## config.mk

```make
export PLATFORM = sky130hd
export DESIGN_NAME = bsg_down_io_rx_buffer
export DESIGN_NICKNAME = d
export VERILOG_FILES = /design/src/rtl/bsg_down_io_rx_buffer.sv
export SDC_FILE = /design/constraint.sdc
export NUM_CORES = 1
export LEC_CHECK = 0
export CORE_MARGIN = 5
export CORE_UTILIZATION = 37
export DETAILED_ROUTE_END_ITERATION = 12
export GPL_ROUTABILITY_DRIVEN = 0
export SYNTH_ARGS = -nofsm -noshare
export SYNTH_HDL_FRONTEND = slang
export SYNTH_SLANG_ARGS = --single-unit
```

## constraint.sdc

```tcl
create_clock -name clk -period 4.9 [get_ports clk]
set_input_delay 0.98 -clock clk [delete_from_list [all_inputs] [get_ports clk]]
set_output_delay 0.98 -clock clk [all_outputs]
set_load 0.005 [all_outputs]
```

## src/rtl/bsg_down_io_rx_buffer.sv

```systemverilog
// ============================================================================
// Module      : bsg_down_io_rx_buffer
// Description : IO-side receive buffer for the downstream channel. It packs
//               IO bytes into 16-bit half-words and returns link credits.
// Revision    : 1.0 - initial release
// ============================================================================
`default_nettype none

module bsg_down_io_rx_buffer #(
    parameter int DEPTH_LG    = 6,
    parameter int TOKEN_BATCH = 4
) (
    input  logic                clk,
    input  logic                rst,
    input  logic                io_valid_in,
    input  logic [7:0]          io_data_in,
    output logic                io_token_out,
    output logic                half_valid_o,
    output logic [15:0]         half_data_o,
    input  logic                half_ready_i,
    output logic                full_o,
    output logic                empty_o,
    output logic [DEPTH_LG:0]   count_o,
    output logic                overflow_o
);

    localparam int              c_PW      = DEPTH_LG + 1;
    localparam int              c_DEPTH   = 1 << DEPTH_LG;
    localparam int              c_TCW     = (TOKEN_BATCH > 1) ? $clog2(TOKEN_BATCH) : 1;
    localparam logic [c_PW-1:0] c_FULL    = c_PW'(c_DEPTH);
    localparam logic [c_PW-1:0] c_TWO     = c_PW'(2);
    localparam logic [c_TCW-1:0] c_TB_LAST = c_TCW'(TOKEN_BATCH - 1);

    logic [7:0]          mem [c_DEPTH];

    logic [c_PW-1:0]     wptr_q, wptr_d;
    logic [c_PW-1:0]     rptr_q, rptr_d;
    logic                half_valid_q, half_valid_d;
    logic [15:0]         half_data_q, half_data_d;
    logic                overflow_q, overflow_d;
    logic                token_q, token_d;
    logic [c_TCW-1:0]    tcnt_q, tcnt_d;

    logic [c_PW-1:0]     w_count;
    logic [c_PW-1:0]     w_rptr_p1;
    logic                w_full;
    logic                w_empty;
    logic                w_write;
    logic                w_load;
    logic                w_handshake;

    // Status is derived only from registered pointers: no read/write bypass.
    assign w_count     = wptr_q - rptr_q;
    assign w_full      = (w_count == c_FULL);
    assign w_empty     = (w_count == '0);
    assign w_rptr_p1   = rptr_q + c_PW'(1);
    assign w_write     = io_valid_in & ~w_full;
    assign w_handshake = half_valid_q & half_ready_i;
    assign w_load      = (~half_valid_q | half_ready_i) & (w_count >= c_TWO);

    always_comb begin
        wptr_d       = wptr_q;
        rptr_d       = rptr_q;
        half_valid_d = half_valid_q;
        half_data_d  = half_data_q;
        overflow_d   = overflow_q;
        token_d      = 1'b0;
        tcnt_d       = tcnt_q;

        if (w_write) begin
            wptr_d = wptr_q + c_PW'(1);
        end
        if (io_valid_in & w_full) begin
            overflow_d = 1'b1;
        end

        if (w_load) begin
            half_data_d  = {mem[w_rptr_p1[DEPTH_LG-1:0]], mem[rptr_q[DEPTH_LG-1:0]]};
            rptr_d       = rptr_q + c_TWO;
            half_valid_d = 1'b1;
        end else if (w_handshake) begin
            half_valid_d = 1'b0;
        end

        if (w_handshake) begin
            if (tcnt_q == c_TB_LAST) begin
                tcnt_d  = '0;
                token_d = 1'b1;
            end else begin
                tcnt_d = tcnt_q + c_TCW'(1);
            end
        end
    end

    always_ff @(posedge clk) begin
        if (rst) begin
            wptr_q       <= '0;
            rptr_q       <= '0;
            half_valid_q <= 1'b0;
            half_data_q  <= '0;
            overflow_q   <= 1'b0;
            token_q      <= 1'b0;
            tcnt_q       <= '0;
        end else begin
            wptr_q       <= wptr_d;
            rptr_q       <= rptr_d;
            half_valid_q <= half_valid_d;
            half_data_q  <= half_data_d;
            overflow_q   <= overflow_d;
            token_q      <= token_d;
            tcnt_q       <= tcnt_d;
        end
    end

    // Storage is deliberately not reset; pointers define what is valid.
    always_ff @(posedge clk) begin
        if (!rst && w_write) begin
            mem[wptr_q[DEPTH_LG-1:0]] <= io_data_in;
        end
    end

    assign io_token_out = token_q;
    assign half_valid_o = half_valid_q;
    assign half_data_o  = half_data_q;
    assign full_o       = w_full;
    assign empty_o      = w_empty;
    assign count_o      = w_count;
    assign overflow_o   = overflow_q;

endmodule

`default_nettype wire

```

# == Word level (Yosys, flattened, before mapping) ==
# Memory sizes are Yosys's and may differ from the RTL's. A register that Yosys moved wholly into a read port is not among the register bits.
# Cells that the tools add are included.
# totals
regBits,19
ramBits,512
out_inout_bits,28
word_cells,34
n_memories,1
# classes
n_addsub,5
magnitude_cmp,1
n_eq_ne,2
muxes,6
bitwise_logic,8
n_reduce_logical,5
# mem_list
memory,words,word_bits,read_ports,rd_clocked_by_memory_dff,wr,line,rtl
mem,64,8,2,2,1,34,logic [7:0] mem [c_DEPTH];
# op_table
operator,count
$add 7x1->7 const B,1
$add 7x2->7 const B,1
$eq 7x7->1 const B,1
$ge 7x2->1 const B,1
$logic_not 7->1,1
$sub 7x7->7,1
$add 6x1->6 const B,1
$mux 1,5
$and 1x1->1,4
$not 1->1,3
$add 2x1->2 const B,1
$eq 2x2->1 const B,1
$mux 2,1
$reduce_bool 2->1,1
$reduce_or 2->1,1
$logic_and 1x1->1,1
$logic_not 1->1,1
$or 1x1->1,1

# == Logic depth before layout (Yosys ltp) ==
# depth
depth_word,7
ltp_mapped,15
ltp_nobuf,11

# == Worst setup path after synthesis ==
# No wires, ideal clock.
# synth_path
path_type,reg-to-output
from,reg rptr_q[2]
to,out empty_o
t_arrival_ns,3.086
required_time_ns,3.920
slack_ns,0.834
stages_incl_launch_ff,14
n_path_buf,6
path_cell_list,dfxtp_1 -> buf_4 -> buf_2 -> buf_2 -> clkbuf_1 -> inv_1 -> fa_1 -> or2_2 -> o22ai_1 -> nand3_1 -> nor4_4 -> buf_6 -> buf_4 -> nor2b_1
# synth_via
elab_chain_len,2
# synth_lines
item,line,rtl
"start, declared",37,"logic [c_PW-1:0] rptr_q, rptr_d;"
"start signal, assigned",106,rptr_q <= rptr_d;
$sub 7x7->7,53,assign w_count = wptr_q - rptr_q;
$logic_not 7->1,55,assign w_empty = (w_count == '0);
"end, declared",22,"output logic empty_o,"
# Every way passes these cells.

# == Worst setup path in the final report ==
# layout_path
from,reg rptr_q[1]
to,out full_o
# layout_via
elab_chain_len,2
# layout_lines
item,line,rtl
$sub 7x7->7,53,
$eq 7x7->1,54,assign w_full = (w_count == c_FULL);
"end, declared",21,"output logic full_o,"
# Every way passes these cells.

==> results_dict.tcl <==
set metrics [dict create \
    run_status "finished, final reports clean" \
    synth.distinct_cells 55 \
    syn2layout_area_growth_pct 13.9 \
    dpl_worst_slack_ns 1.06 \
    root_buffer "clkbuf_16" \
    drc 0 \
    arrival_ns 3.33 \
    ant_nets 0 \
    cts_inserted_buffers 54 \
    final_area_sq_mm 0.0247 \
    fin_crit_ns 4.31 \
    cts_tree "built" \
    holdBufCountCts 0 \
    placed_area_sq_mm 0.0229 \
    cts_max_level 2 \
    vias 11265 \
    cts.clk_slew.worst_paths_ns 0.06 \
    rows 88 \
    synth_top_family_by_area "multiplexers" \
    hold_violations 0 \
    setup_ws_ns 0.586 \
    multi_input_area_sq_mm 0.00520 \
    synth_adder_area_share 0.00555 \
    peakVddDrop_uv 494 \
    grt-ovfl-total 0 \
    start_kind "flop" \
    totalWireLength_um 51500 \
    synth-main-ff-cell "edfxtp_1" \
    drv_slew 0 \
    whs_ns 0.461 \
    syn_nets 1193 \
    synth-edff-count 512 \
    netlist_area_sq_mm 0.0217 \
    worstHoldPathType "reg2reg" \
    initial_core_util 0.375 \
    clkSinkCount 546 \
    crit_type "reg2out" \
    wl_per_cell_um 25.1 \
    syn_inst 1172 \
    grt_usage 0.161 \
    leakage_uw 0.00769 \
    dp_hpwl_um 31600 \
    fillers 5080 \
    cp.required_ns 3.92 \
    clock_latency_ns 0.60 \
    nets 1261 \
    die_y_um 252 \
    ys_seq_elements 546 \
    grt_max_degree 80 \
    grt_setup_unrepaired "no" \
    pin_count 40 \
    final.period_utilization 0.880 \
    fin_skew_ns 0.0239 \
    cts_resized 0 \
    end_kind "output port" \
    max-slew-margin-rel 0.386 \
    synthMuxAreaShare 0.134 \
    drt_pass1_iterations 5 \
    drt_iter0_markers 1196 \
    fp.dieW_um 252 \
    yosys.area_share.simple 0.0502 \
    cts_setup_buffers 0 \
    powerDensity_mw_per_mm2 475 \
    synth_compound_area_frac 0.0481 \
    clock.fmax_ghz 0.232 \
    port_buffers 39 \
    dieArea_sq_mm 0.0635 \
    viasPerCell 5.49 \
    maxCapViolCount 0 \
    clk_path_buf_depth 3 \
    regArea_sq_mm 0.0161 \
    grt_pass1_wl_um 76600 \
    core_sq_mm 0.0578 \
    synthXorXnorAreaFrac 0.00202 \
    fin_setup_tns_ns 0 \
    grt_pass1_vias 11178 \
    worst_pin_slew_ns 0.918 \
    syn_area_per_cell_sq_um 18.5 \
    ys_seq_area_frac 0.742 \
    drive_gt1_frac 0.202 \
    synthArstFlopShare 0 \
    cp_max_fo 20 \
    yosys_warnings 0 \
    setup_viol 0 \
    antenna_found_initial 0 \
]
## layer usage
layer,wire length (um),GRT usage
met1,22900,0.242
met2,24000,0.248
met4,1050,0.0405
met5,0,0
met3,3590,0.0245
## state kept, by name, summed over array words and instances (netlist names)
register	count
half_valid_o	1
mem	512
io_token_out	1
half_data_o	16
wptr_q	7
tcnt_q	2
rptr_q	6
overflow_o	1
## cells in the final DEF (no fill, tap or decap), types with 8 or more instances in the layout
cell	n
clkbuf_8	9
mux4_2	102
clkbuf_16	55
a22oi_1	11
o21ai_1	17
clkdlybuf4s50_1	30
buf_2	9
ha_1	8
or3_1	9
nor2b_1	18
clkinv_2	10
clkinv_1	8
dfxtp_1	31
a22o_1	9
nor2_1	74
edfxtp_1	512
nand3_1	12
a21oi_1	38
and3_1	10
o221ai_1	22
o21ai_0	23
o31ai_1	10
nand2_1	30
buf_4	42
clkbuf_1	17
mux2i_1	55
nor3_1	21
o22ai_1	14
## cell usage after synthesis (all sizes together), types with 3 or more instances
cell | instances | area share
edfxtp | 512 | 0.71
mux4 | 102 | 0.11
nor2 | 75 | 0.013
mux2i | 55 | 0.025
buf | 40 | 0.012
o21ai | 40 | 0.0092
a21oi | 38 | 0.0088
dfxtp | 34 | 0.031
clkbuf | 30 | 0.0052
nand2 | 30 | 0.0052
nor3 | 22 | 0.0053
o221ai | 22 | 0.0089
nor2b | 19 | 0.0055
o22ai | 14 | 0.0040
nand3 | 13 | 0.0032
a22oi | 11 | 0.0038
and3 | 10 | 0.0029
o31ai | 10 | 0.0035
a22o | 9 | 0.0036
or3 | 9 | 0.0026
ha | 8 | 0.0046
inv | 8 | 0.0014
nand2b | 6 | 0.0017
or2 | 6 | 0.0017
or4 | 6 | 0.0021
mux2 | 4 | 0.0024
nand3b | 4 | 0.0014
nand4 | 4 | 0.0012
nor3b | 3 | 0.0010
xor2 | 3 | 0.0012
## power by group
part	switching, uW	internal, uW
Sequential	132	5190
Clock	1680	2300
Combinational	1260	1140
Total	3070	8640
## stage by stage
step                      std cells   util  total power, uW
final                          2051  0.426            11700
after global routing           2050  0.426            12200
after CTS                      2050  0.426            11800
after detailed placement       1949  0.397             7870
after global placement         1949  0.397             7860
after floorplan                1172      -             7060
## worst paths after layout
path,from,to,slack (ns),cells after the start
setup / recovery,rptr_q[1],full_o,0.59,9
hold / removal,tcnt_q[1],tcnt_q[1],0.46,2
setup reg to reg,rptr_q[5],mem[18][7],1.06,9
hold reg to reg,tcnt_q[1],tcnt_q[1],0.46,2
## cells by family after synthesis
| group | after synthesis |
|---|---|
| AND/OR/NAND/NOR | 213 |
| adder cells (fa/ha/maj) | 9 |
| buffers and inverters | 80 |
| multiplexers | 161 |
| AO/OA/AOI/OAI | 158 |
| flip-flops | 546 |
| XOR/XNOR | 5 |
## area by class of cell
cell class / count / share of cell area
antenna: 1 / 0.000102
clock buffer: 81 / 0.0634
clock inverter: 20 / 0.00609
inverter: 10 / 0.00152
multi-input combinational: 546 / 0.211
sequential: 546 / 0.652
tap: 765 / 0.0388
timing repair buffer: 82 / 0.0276
## worst max-delay path, stage by stage (launching register included)
cell	delay, ns
dfxtp_4	0.55
ha_1	0.24
inv_1	0.06
fa_1	0.41
or2_2	0.32
o22ai_1	0.14
and3_1	0.23
o211ai_4	0.14
inv_2	0.15
clkdlybuf4s50_1	0.51
Power figures use the tool's default switching activity.
